**config.mk**
```make
export PLATFORM = sky130hd
export DESIGN_NAME = result_write_arbiter
export DESIGN_NICKNAME = d
export VERILOG_FILES = /design/src/rtl/result_arbiter_pkg.sv /design/src/rtl/lane_fifo.sv /design/src/rtl/result_write_arbiter.sv
export SDC_FILE = /design/constraint.sdc
export NUM_CORES = 1
export LEC_CHECK = 0
export ABC_AREA = 1
export CAP_MARGIN = 20
export CORE_ASPECT_RATIO = 0.8
export CORE_MARGIN = 5
export CORE_UTILIZATION = 60
export DETAILED_ROUTE_END_ITERATION = 16
export DONT_BUFFER_PORTS = 1
export HOLD_SLACK_MARGIN = 0.12
export PLACE_DENSITY = 0.76
export SYNTH_ARGS = -nofsm -noshare
export SYNTH_HDL_FRONTEND = slang
export SYNTH_SLANG_ARGS = --single-unit
export TNS_END_PERCENT = 30
```
**constraint.sdc**
```tcl
create_clock -name clock -period 3.1 [get_ports clock]
set_input_delay 0.465 -clock clock [delete_from_list [all_inputs] [get_ports clock]]
set_output_delay 0.465 -clock clock [all_outputs]
set_load 0.01 [all_outputs]
```
**src/rtl/result_arbiter_pkg.sv**
```systemverilog
// Shared types for result_write_arbiter: buffered lane entry, control FSM states
// and the pixel colour expansion used on the display port.
package result_arbiter_pkg;

    localparam int ENTRY_COL_BITS = 8;
    localparam int ENTRY_ROW_BITS = 8;

    typedef struct packed {
        logic [ENTRY_COL_BITS-1:0] col;
        logic [ENTRY_ROW_BITS-1:0] row;
        logic                      data;
    } lane_entry_t;

    typedef enum logic [1:0] {
        ST_IDLE  = 2'd0,
        ST_RUN   = 2'd1,
        ST_DRAIN = 2'd2,
        ST_DONE  = 2'd3
    } arb_state_t;

    // A binarised pixel is shown as black or white on all three channels.
    function automatic logic [2:0] pixel_rgb(input logic bit_val);
        return {3{bit_val}};
    endfunction

endpackage

```
**src/rtl/lane_fifo.sv**
```systemverilog
// Per-lane pixel FIFO: power-of-two depth, synchronous push/pop, count-based
// full/empty so a full FIFO is distinguishable from an empty one.
module lane_fifo
    import result_arbiter_pkg::*;
#(
    parameter int DEPTH_BITS = 2
) (
    input  logic                clock,
    input  logic                reset,
    input  logic                i_push,
    input  logic                i_pop,
    input  lane_entry_t         i_entry,
    output lane_entry_t         o_entry,
    output logic                o_full,
    output logic                o_empty,
    output logic [DEPTH_BITS:0] o_count
);

    localparam int DEPTH = 1 << DEPTH_BITS;
    localparam logic [DEPTH_BITS:0] FULL_COUNT = (DEPTH_BITS + 1)'(DEPTH);

    lane_entry_t           r_mem [DEPTH];
    logic [DEPTH_BITS-1:0] r_wr_ptr;
    logic [DEPTH_BITS-1:0] r_rd_ptr;
    logic [DEPTH_BITS:0]   r_count;
    logic                  w_do_push;
    logic                  w_do_pop;

    assign o_full   = (r_count == FULL_COUNT);
    assign o_empty  = (r_count == '0);
    assign o_count  = r_count;
    assign o_entry  = r_mem[r_rd_ptr];
    assign w_do_pop = i_pop && !o_empty;
    // The pop frees a slot at the same edge, so a full lane still takes a push alongside it.
    assign w_do_push = i_push && (!o_full || w_do_pop);

    always_ff @(posedge clock) begin
        if (w_do_push) begin
            r_mem[r_wr_ptr] <= i_entry;
        end
    end

    always_ff @(posedge clock or posedge reset) begin
        if (reset) begin
            r_wr_ptr <= '0;
            r_rd_ptr <= '0;
            r_count  <= '0;
        end else begin
            if (w_do_push) begin
                r_wr_ptr <= r_wr_ptr + DEPTH_BITS'(1);
            end
            if (w_do_pop) begin
                r_rd_ptr <= r_rd_ptr + DEPTH_BITS'(1);
            end
            case ({w_do_push, w_do_pop})
                2'b10:   r_count <= r_count + (DEPTH_BITS + 1)'(1);
                2'b01:   r_count <= r_count - (DEPTH_BITS + 1)'(1);
                default: r_count <= r_count;
            endcase
        end
    end

endmodule

```
**src/rtl/result_write_arbiter.sv**
```systemverilog
// Buffers per-lane binarised pixel writes and serialises them round-robin onto one
// display write port. Optional RESULT_PIXEL_COUNT_EN adds the oPixelCount strobe counter.
module result_write_arbiter
    import result_arbiter_pkg::*;
#(
    parameter int NUM_LANES       = 4,
    parameter int WIDTH_BITS      = ENTRY_COL_BITS,
    parameter int HEIGHT_BITS     = ENTRY_ROW_BITS,
    parameter int FIFO_DEPTH_BITS = 2
) (
    input  logic                             clock,
    input  logic                             reset,
    input  logic                             iStart,
    input  logic                             iFrameDone,
    input  logic [NUM_LANES*WIDTH_BITS-1:0]  iCol,
    input  logic [NUM_LANES*HEIGHT_BITS-1:0] iRow,
    input  logic [NUM_LANES-1:0]             iData,
    input  logic [NUM_LANES-1:0]             iWren,
    output logic [NUM_LANES-1:0]             oLaneFull,
    output logic [NUM_LANES-1:0]             oOverflow,
    output logic [HEIGHT_BITS-1:0]           oX,
    output logic [WIDTH_BITS-1:0]            oY,
    output logic [2:0]                       oR,
    output logic [2:0]                       oG,
    output logic [2:0]                       oB,
    output logic                             oWren,
    output logic                             oDrained
`ifdef RESULT_PIXEL_COUNT_EN
    ,
    output logic [WIDTH_BITS+HEIGHT_BITS:0]  oPixelCount
`endif
);

    localparam int LANE_W = $clog2(NUM_LANES);
    localparam logic [FIFO_DEPTH_BITS:0] FULL_COUNT = (FIFO_DEPTH_BITS + 1)'(1 << FIFO_DEPTH_BITS);

    arb_state_t                r_state;
    arb_state_t                w_state_next;
    logic                      w_accept_en;
    logic                      w_drained;

    logic [LANE_W-1:0]         r_rr_ptr;
    logic [LANE_W-1:0]         w_probe;
    logic [LANE_W-1:0]         w_grant_idx;
    logic                      w_grant_valid;

    logic [NUM_LANES-1:0]      w_push_req;
    logic [NUM_LANES-1:0]      w_pop;
    logic [NUM_LANES-1:0]      w_full;
    logic [NUM_LANES-1:0]      w_empty;
    logic [NUM_LANES-1:0]      w_drop;
    logic                      w_all_empty;
    lane_entry_t               w_lane_in  [NUM_LANES];
    lane_entry_t               w_lane_out [NUM_LANES];
    logic [FIFO_DEPTH_BITS:0]  w_count    [NUM_LANES];
    lane_entry_t               w_sel_entry;

    logic [NUM_LANES-1:0]      r_overflow;
    logic                      r_wren;
    logic [HEIGHT_BITS-1:0]    r_x;
    logic [WIDTH_BITS-1:0]     r_y;
    logic [2:0]                r_rgb;

    for (genvar gi = 0; gi < NUM_LANES; gi++) begin : g_lane
        assign w_push_req[gi] = iWren[gi] && w_accept_en;
        assign w_pop[gi]      = w_grant_valid && (w_grant_idx == LANE_W'(gi));
        // Only a push that meets a full lane with no pop in the same edge is lost.
        assign w_drop[gi]     = w_push_req[gi] && w_full[gi] && !w_pop[gi];
        assign w_lane_in[gi]  = '{col:  ENTRY_COL_BITS'(iCol[gi*WIDTH_BITS +: WIDTH_BITS]),
                                  row:  ENTRY_ROW_BITS'(iRow[gi*HEIGHT_BITS +: HEIGHT_BITS]),
                                  data: iData[gi]};
        assign oLaneFull[gi]  = (w_count[gi] == FULL_COUNT);

        lane_fifo #(
            .DEPTH_BITS (FIFO_DEPTH_BITS)
        ) u_fifo (
            .clock   (clock),
            .reset   (reset),
            .i_push  (w_push_req[gi]),
            .i_pop   (w_pop[gi]),
            .i_entry (w_lane_in[gi]),
            .o_entry (w_lane_out[gi]),
            .o_full  (w_full[gi]),
            .o_empty (w_empty[gi]),
            .o_count (w_count[gi])
        );
    end

    assign w_all_empty = &w_empty;
    assign w_sel_entry = w_lane_out[w_grant_idx];

    // Round-robin search: first non-empty lane at or above rr_ptr, wrapping.
    always_comb begin
        w_grant_valid = 1'b0;
        w_grant_idx   = '0;
        w_probe       = '0;
        for (int i = 0; i < NUM_LANES; i++) begin
            w_probe = r_rr_ptr + LANE_W'(i);
            if (w_accept_en && !w_grant_valid && !w_empty[w_probe]) begin
                w_grant_valid = 1'b1;
                w_grant_idx   = w_probe;
            end
        end
    end

    always_ff @(posedge clock or posedge reset) begin
        if (reset) begin
            r_state <= ST_IDLE;
        end else begin
            r_state <= w_state_next;
        end
    end

    always_comb begin
        w_state_next = r_state;
        w_accept_en  = 1'b1;
        w_drained    = 1'b0;
        case (r_state)
            ST_IDLE: begin
                if (iStart) begin
                    w_state_next = ST_RUN;
                end
            end
            ST_RUN: begin
                if (iFrameDone) begin
                    w_state_next = ST_DRAIN;
                end
            end
            ST_DRAIN: begin
                // Wait for the final strobe to leave the output register too.
                if (w_all_empty && !r_wren) begin
                    w_state_next = ST_DONE;
                end
            end
            ST_DONE: begin
                w_accept_en = 1'b0;
                w_drained   = 1'b1;
            end
            default: begin
                w_state_next = ST_IDLE;
            end
        endcase
    end

    always_ff @(posedge clock or posedge reset) begin
        if (reset) begin
            r_wren     <= 1'b0;
            r_x        <= '0;
            r_y        <= '0;
            r_rgb      <= '0;
            r_rr_ptr   <= '0;
            r_overflow <= '0;
        end else begin
            r_wren     <= w_grant_valid;
            r_overflow <= r_overflow | w_drop;
            if (w_grant_valid) begin
                r_x      <= HEIGHT_BITS'(w_sel_entry.row);
                r_y      <= WIDTH_BITS'(w_sel_entry.col);
                r_rgb    <= pixel_rgb(w_sel_entry.data);
                r_rr_ptr <= w_grant_idx + LANE_W'(1);
            end
        end
    end

`ifdef RESULT_PIXEL_COUNT_EN
    localparam int PC_W = WIDTH_BITS + HEIGHT_BITS + 1;
    logic [PC_W-1:0] r_pixel_count;

    // Advances on the edge that raises oWren, so the count already includes the visible strobe.
    always_ff @(posedge clock or posedge reset) begin
        if (reset) begin
            r_pixel_count <= '0;
        end else if (w_grant_valid && (r_pixel_count != {PC_W{1'b1}})) begin
            r_pixel_count <= r_pixel_count + PC_W'(1);
        end
    end

    assign oPixelCount = r_pixel_count;
`endif

    assign oOverflow = r_overflow;
    assign oWren     = r_wren;
    assign oX        = r_x;
    assign oY        = r_y;
    assign oR        = r_rgb;
    assign oG        = r_rgb;
    assign oB        = r_rgb;
    assign oDrained  = w_drained;

endmodule

```
After elaboration in Yosys (flattened, before gate mapping):

Memory sizes are Yosys's and may differ from the RTL's.
Index checks and enable logic that the tools add are counted.

* add/sub/neg operators: 20
* order comparisons: 5
* eq/ne operators: 21
* multiplexer cells: 37
* bitwise operators: 2
* reduce and logical (&&, ||, !) cells: 69

Operator list (number)
* $bmux W17 S2: 1
* $mux W17: 2
* $logic_and A1 B1 Y1: 32
* $pmux W3 S2: 4
* $add A2 B1 Y2 const B: 10
* $logic_not A1 Y1: 20
* $mux W1: 18
* $eq A2 B2 Y1 const B: 8
* $mux W2: 7
* $add A3 B1 Y3 const B: 4
* $eq A2 B1 Y1 const B: 6
* $eq A3 B3 Y1 const B: 4
* $logic_not A3 Y1: 4
* $lt A2 B3 Y1 const B: 4
* $sub A3 B1 Y3 const B: 4
* $bmux W1 S2: 4
* $reduce_and A4 Y1: 2
* $reduce_bool A2 Y1: 4
* $ne A2 B2 Y1 const B: 3
* $pmux W2 S3: 1
* $add A2 B2 Y2 const B: 2
* $logic_not A2 Y1: 2
* $logic_or A1 B1 Y1: 4
* $or A4 B4 Y4: 1
* other kinds (3): 3

* register bits: 54
* RAM bits: 272
* input bits: 76
* output and inout port bits: 35
* word-level logic and storage cells: 177
* memories kept: 4

Memory list
* g_lane[0].u_fifo.r_mem: depth 4, bits a word 17, read ports 1, clocked after Yosys merged registers in 0, write ports 1, line lane_fifo.sv:22 `lane_entry_t r_mem [DEPTH];`
* g_lane[1].u_fifo.r_mem: depth 4, bits a word 17, read ports 1, clocked after Yosys merged registers in 0, write ports 1, line lane_fifo.sv:22
* g_lane[2].u_fifo.r_mem: depth 4, bits a word 17, read ports 1, clocked after Yosys merged registers in 0, write ports 1, line lane_fifo.sv:22
* g_lane[3].u_fifo.r_mem: depth 4, bits a word 17, read ports 1, clocked after Yosys merged registers in 0, write ports 1, line lane_fifo.sv:22

Longest topological paths before layout:

Gate-level depths: netlist of run 1.

* word-level depth: 25
* mapped depth: 21
* gate-level depth less buffers: 20

By module:

Synthesis of run 1 repeated with hierarchy kept, for this count alone.

* cell total of the unflattened synthesis: 1294
* area total of the unflattened synthesis: 14350.0 um2

Modules (own cells, without submodules)
* lane_fifo (g_lane[0].u_fifo ...): instances 2, cells an instance 245, area each 3083.0 um2, sequential area each 2217.1 um2
* lane_fifo (g_lane[1].u_fifo ...): instances 2, cells an instance 221, area each 2991.6 um2, sequential area each 2217.1 um2
* result_write_arbiter: instances 1, cells an instance 362, area each 2200.9 um2, sequential area each 650.6 um2

Worst setup path before layout of run 1:

OpenSTA, ideal clock, no wires.

* kind: register to register
* start point: register r_rr_ptr[0]
* end point: memory g_lane[3].u_fifo.r_mem[0][0] (netlist bit), enable pin
* setup time: 391 ps
* data arrival time: 2439 ps
* required time: 2709 ps
* slack: 271 ps
* cell stages (with the launch flop): 15
* buffers on the path: 1
* period minus slack after synthesis: 2829 ps
* cell sequence: dfrtp_1 buf_6 inv_6 nand3_2 nand2_1 nand2_1 nand2_2 nand4_4 nor2_8 nand2_4 nand2_8 nand2_4 nand2_1 nand2_2 nor2_1

* longest elaborated chain between the ends: 24
* elaborated cells between the ends (all ways): 40
* classes of those cells: add/sub (3); eq/ne (1); mux (18); reduce/logical (18)

RTL lines
* from (decl): line result_write_arbiter.sv:42 `logic [LANE_W-1:0] r_rr_ptr;`
* from (signal assigned): line result_write_arbiter.sv:160 `r_rr_ptr <= w_grant_idx + LANE_W'(1);`
* $bmux W1 S2: line result_write_arbiter.sv:99 `if (w_accept_en && !w_grant_valid && !w_empty[w_probe]) begin`
* $mux W1 (implied by the code): line result_write_arbiter.sv:99
* $logic_not A1 Y1: line result_write_arbiter.sv:99
* $logic_and A1 B1 Y1: line result_write_arbiter.sv:99
* $mux W1: line result_write_arbiter.sv:99
* $logic_not A1 Y1: line result_write_arbiter.sv:99
* $logic_and A1 B1 Y1 (2 in series): line result_write_arbiter.sv:99
* $mux W1: line result_write_arbiter.sv:99
* [7 not listed]
* $mux W2: line result_write_arbiter.sv:99
* $eq A2 B2 Y1: line result_write_arbiter.sv:66 `assign w_pop[gi] = w_grant_valid && (w_grant_idx == LANE_W'(gi));`
* $logic_and A1 B1 Y1 (*): line result_write_arbiter.sv:66
* $logic_and A1 B1 Y1 (*): line lane_fifo.sv:33 `assign w_do_pop = i_pop && !o_empty;`
* $logic_or A1 B1 Y1 (*): line lane_fifo.sv:35 `assign w_do_push = i_push && (!o_full || w_do_pop);`
* $logic_and A1 B1 Y1 (*): line lane_fifo.sv:35
* $mux W1 (*): line lane_fifo.sv:38 `if (w_do_push) begin`
* $mux W1 (implied by the code) (*): line lane_fifo.sv:39 `r_mem[r_wr_ptr] <= i_entry;`
* to (decl): line lane_fifo.sv:22

Mark *: on every way between the ends. The rest lies on a longest branch, timed or not. The select of a mux whose other input is x is not followed.

Final worst setup path of run 1:

* start point: register g_lane[3].u_fifo.r_count[1]
* end point: register g_lane[1].u_fifo.r_count[2]

* longest elaborated chain between the ends: 25
* elaborated cells between the ends (all ways): 40
* classes of those cells: eq/ne (3); mux (17); reduce/logical (20)

RTL lines
* from (decl): line lane_fifo.sv:25 `logic [DEPTH_BITS:0] r_count;`
* from (signal assigned): line lane_fifo.sv:56 `2'b10: r_count <= r_count + (DEPTH_BITS + 1)'(1);`
* from (signal assigned): line lane_fifo.sv:57 `2'b01: r_count <= r_count - (DEPTH_BITS + 1)'(1);`
* from (signal assigned): line lane_fifo.sv:58 `default: r_count <= r_count;`
* $logic_not A3 Y1 (*): line lane_fifo.sv:30 `assign o_empty = (r_count == '0);`
* $bmux W1 S2: line result_write_arbiter.sv:99
* $mux W1 (implied by the code): line result_write_arbiter.sv:99
* $logic_not A1 Y1: line result_write_arbiter.sv:99
* $logic_and A1 B1 Y1: line result_write_arbiter.sv:99
* $mux W1: line result_write_arbiter.sv:99
* $logic_not A1 Y1: line result_write_arbiter.sv:99
* $logic_and A1 B1 Y1 (2 in series): line result_write_arbiter.sv:99
* [8 not listed]
* $mux W2: line result_write_arbiter.sv:99
* $eq A2 B1 Y1: line result_write_arbiter.sv:66
* $logic_and A1 B1 Y1 (*): line result_write_arbiter.sv:66
* $logic_and A1 B1 Y1 (*): line lane_fifo.sv:33
* $logic_or A1 B1 Y1: line lane_fifo.sv:35
* $logic_and A1 B1 Y1: line lane_fifo.sv:35
* $eq A2 B1 Y1 / $eq A2 B2 Y1 (equally long branches): line lane_fifo.sv:55 `case ({w_do_push, w_do_pop})`
* $pmux W3 S2 / $reduce_bool A2 Y1 (equally long branches)
* to (signal assigned): line lane_fifo.sv:56
* to (signal assigned): line lane_fifo.sv:57
* to (signal assigned): line lane_fifo.sv:58
* to (decl): line lane_fifo.sv:25

Marks and branches as above.
A chain may end at the register's enable or synchronous reset.

==> results of run 1 <==
[flip-flops by register name, indices dropped and copies added, names as in the netlist, 2 cells and up]
| name | count |
|---|---|
| oOverflow | 4 |
| g_lane.u_fifo.r_rd_ptr | 8 |
| r_rr_ptr | 2 |
| g_lane.u_fifo.r_mem | 272 |
| oX | 8 |
| r_state | 2 |
| g_lane.u_fifo.r_wr_ptr | 8 |
| oY | 8 |
| g_lane.u_fifo.o_count | 12 |
[timing repair]
| item | 4_1_cts | 5_1_grt |
|---|---|---|
| gates cloned | 0 | 1 |
| hold endpoints to repair | 312 | 0 |
| setup endpoints to repair | 2 | 6 |
| gates resized for setup | 1 | 29 |
| pin swaps | 0 | 10 |
| hold buffers | 73 | 0 |
| buffers inserted | 0 | 16 |
[routing by layer]
layer / track usage / part of all wire / up-vias
met5: 0 / 0 / -
met4: 0.0593 / 0.030 / 0
met3: 0.0450 / 0.075 / 77
li1: - / - / 4252
met1: 0.326 / 0.42 / 4510
met2: 0.371 / 0.48 / 360
[cell type report]
| class | count | area [um^2] |
|---|---|---|
| inverters | 70 | 275 |
| clock buffers | 40 | 872 |
| repair buffers | 138 | 1260 |
| well taps | 306 | 383 |
| clock inverters | 17 | 173 |
| flip-flops and latches | 326 | 9530 |
| fillers | 1475 | 6310 |
| multi-input cells | 695 | 3890 |
[power groups by stage]
| stage | Clock (mW) | Combinational, mW | Sequential, mW |
|---|---|---|---|
| after detailed placement | 0 | 7.31 | 6.64 |
| final | 3.84 | 8.19 | 6.59 |
| after floorplan | 0 | 5.49 | 6.33 |
| after CTS | 3.86 | 7.50 | 6.56 |
| after global routing | 4.05 | 8.99 | 6.69 |
| after global placement | 0 | 7.13 | 6.61 |
[placed cells by master (no fill, tap or decap), types with 4 or more instances in the layout]
master	n
nand2_8	4
o21ai_1	23
nor2_2	6
clkinv_2	7
nor2_1	108
inv_1	57
o21bai_1	4
o22ai_1	36
clkinv_1	5
a32o_1	29
dfrtp_2	5
nand3_1	22
dfrtp_1	49
dlygate4sd3_1	73
nand2_4	12
edfxtp_1	272
nor2_4	5
xnor2_1	4
o21ai_0	82
ha_1	24
clkbuf_1	5
clkbuf_16	33
a21oi_1	37
nand2_2	14
nand2_1	241
buf_4	61
nor3_1	7
xor2_1	10
inv_2	7
[stage by stage]
step                      utilization  power [mW]  TNS (ps)
after CTS                       0.712        17.9         0
after floorplan                     -        11.8         0
after global placement          0.633        13.7         0
after detailed placement        0.633        14.0     -41.5
after global routing            0.722        19.7      -508
final                           0.722        18.6         0
[critical path, cell delays in order (launching register included)]
cell	delay, ps
dfrtp_1	440
nor2_4	150
nand3_1	160
nand2_2	130
nand2_1	70
nand2_2	120
nand4_4	140
nor2_8	210
nand2_4	90
nand2_8	110
inv_4	70
nand2_4	80
nand2_2	80
nand2_4	100
ha_1	150
inv_1	70
fa_1	390
a21oi_1	160
o21ai_1	90
xor2_1	140
[worst max path at each step]
stage / from / to / slack, ps / depth (start not counted)
after floorplan: r_rr_ptr[0]$_DFFE_PP0N_ / g_lane[3].u_fifo.r_mem[0][0]$_DFFE_PP_ / 270 / 14
after global placement: r_rr_ptr[0]$_DFFE_PP0N_ / g_lane[1].u_fifo.o_count[2]$_DFFE_PP0P_ / 70 / 19
after detailed placement: r_rr_ptr[0]$_DFFE_PP0N_ / g_lane[1].u_fifo.o_count[2]$_DFFE_PP0P_ / -30 / 18
after CTS: g_lane[1].u_fifo.o_count[0]$_DFFE_PP0P_ / g_lane[2].u_fifo.o_count[2]$_DFFE_PP0P_ / 40 / 19
after global routing: g_lane[3].u_fifo.o_count[1]$_DFFE_PP0P_ / g_lane[0].u_fifo.o_count[2]$_DFFE_PP0P_ / -130 / 20
final: g_lane[3].u_fifo.o_count[1]$_DFFE_PP0P_ / g_lane[1].u_fifo.o_count[2]$_DFFE_PP0P_ / 30 / 19
[cell families after synthesis]
logic type	Yosys count	share of synthesized area
xor gates and xnor gates	16	0.0120
adders and majority gates	28	0.0273
and+or+nand+nor	431	0.140
DFF	326	0.684
AOI/OAI and AO/OA	219	0.0940
buffers and inverters	131	0.0431
==> metrics.json, run 1 <==
{
  "status": "complete, no violations",
  "max_slew.worst_pin.slew_ps": 902,
  "grt_overflow": 0,
  "synth_async_sr_flop_share": 0.166,
  "finalInstanceArea_mm2": 0.0164,
  "route.antenna.remaining_nets": 0,
  "clockPowerShare": 0.206,
  "comb_power_share": 0.440,
  "remaining_drc_errors": 0,
  "final_nets": 1366,
  "initial_core_util": 0.613,
  "cp-end-kind": "flip-flop",
  "stdcell_count": 1592,
  "switchingPower_mw": 7.61,
  "fp.dieArea_mm2": 0.0264,
  "clk_latency_ps": 560,
  "worstHoldEndpoint": "r_state[1]$_DFFE_PP0P_",
  "crit_path_max_fanout": 8,
  "clk_root_buffer_cell": "clkbuf_16",
  "cts_tree": "yes",
  "dp_hpwl_um": 20000,
  "via_per_inst": 5.78,
  "p_leak_nw": 6.18,
  "syn2layout_area_growth_pct": 17.7,
  "antenna_cells": 0,
  "syn-num-nets": 1255,
  "switching_share": 0.409,
  "pre_cts_ws_ps": -26.2,
  "cts_max_level": 1,
  "crit_arrival_ps": 3510,
  "dr_pass1_iterations": 7,
  "critical_path_type": "reg -> reg",
  "grt_pass1_wl_um": 48100,
  "internal_power_mw": 11.0,
  "finalHoldViolations": 0,
  "clock_path_buffers": 3,
  "clk_transition_reported_paths_ps": 60,
  "netlist-cell-type-count": 45,
  "fin_worst_skew_ps": 17.8,
  "vdd.ir_drop.worst_mv": 0.669,
  "hold_start": "iFrameDone",
  "synth_enable_flop_cells": 272,
  "placeableCoreArea_mm2": 0.0227,
  "grt_max_degree": 38,
  "yosys-top-cells-area": "edfxtp_1 59%, dfrtp_1 9.7%, nand2_1 6.6%",
  "synth.top_cell.area_share": 0.587,
  "grt_antenna_before_repair": 0,
  "synth-warning-count": 0,
  "routedWlPerCell_um": 19.8,
  "cts_num_sinks": 326,
  "layout_setup_ws_ps": 27.3,
  "worstRegToRegCells": 19,
  "placedInstanceArea_mm2": 0.0144,
  "worst-r2r-setup-slack_ps": 30,
  "hp-class": "in -> reg",
  "setup_violating_endpoint_count_in_the_final_report": 0,
  "yosysSeqAreaShare": 0.684,
  "buffer_ports.inserted": 0,
  "timing.slew.headroom": 0.398,
  "post_synth_instance_area_mm2": 0.0139,
  "drt_iter0_drc": 1015,
  "yosysMostFrequentCell": "edfxtp_1",
  "cts_made_buffers": 31,
  "fmax_mhz": 325,
  "globalRouteTotalUtil": 0.229,
  "ys_ff_latch": 326,
  "die_width_um": 180,
  "whs_ps": 250,
  "synth_top_cells_by_count": "272 x edfxtp_1, 245 x nand2_1, 111 x nor2_1, 85 x o21ai_0, 58 x inv_1",
  "number_of_global_route_vias_before_repair": 8784,
  "min_period_ps": 3070,
  "postSynthAreaPerCell_um2": 12.1,
  "drt_wl_total_um": 31500,
  "power-per-cell-area_mw_per_mm2": 1140,
  "critical_path_required_ps": 3530,
  "worst_hold_path.num_cells": 4,
  "number_of_core_rows": 49,
  "p_seq_frac": 0.354,
  "yosys_most_used_dff": "edfxtp_1",
  "chipHeight_um": 146,
  "place_inst": 1445,
  "final_layout_size_suffix_gt1_frac": 0.145,
  "gp_routability_congestion": 0.901,
  "rr_startpoint": "g_lane[3].u_fifo.o_count[1]$_DFFE_PP0P_",
  "ioPinCount": 111,
  "cap_violations": 0,
  "netlist_instances": 1151,
  "rsz_0062_raised_after_global_routing": "yes",
  "drv_slew": 0,
  "reg2reg_to": "g_lane[1].u_fifo.o_count[2]$_DFFE_PP0P_",
  "crit_path_start_kind": "flip-flop",
  "biggest_area_consumer_among_synthesized_cells": "edfxtp_1",
  "dr_total_vias": 9199,
  "final_min_period_over_clock_period": 0.991
}
Power figures use the tool's default switching activity.
==> inputs of run 2 (changes only) <==
--- a/config.mk
+++ b/config.mk
@@ -6,7 +6,6 @@
 export NUM_CORES = 1
 export LEC_CHECK = 0
 export ABC_AREA = 1
-export CAP_MARGIN = 20
 export CORE_ASPECT_RATIO = 0.8
 export CORE_MARGIN = 5
 export CORE_UTILIZATION = 60
==> results of run 2 <==
Same layout as run 1: the final DEF is identical, and so are final timing and power.
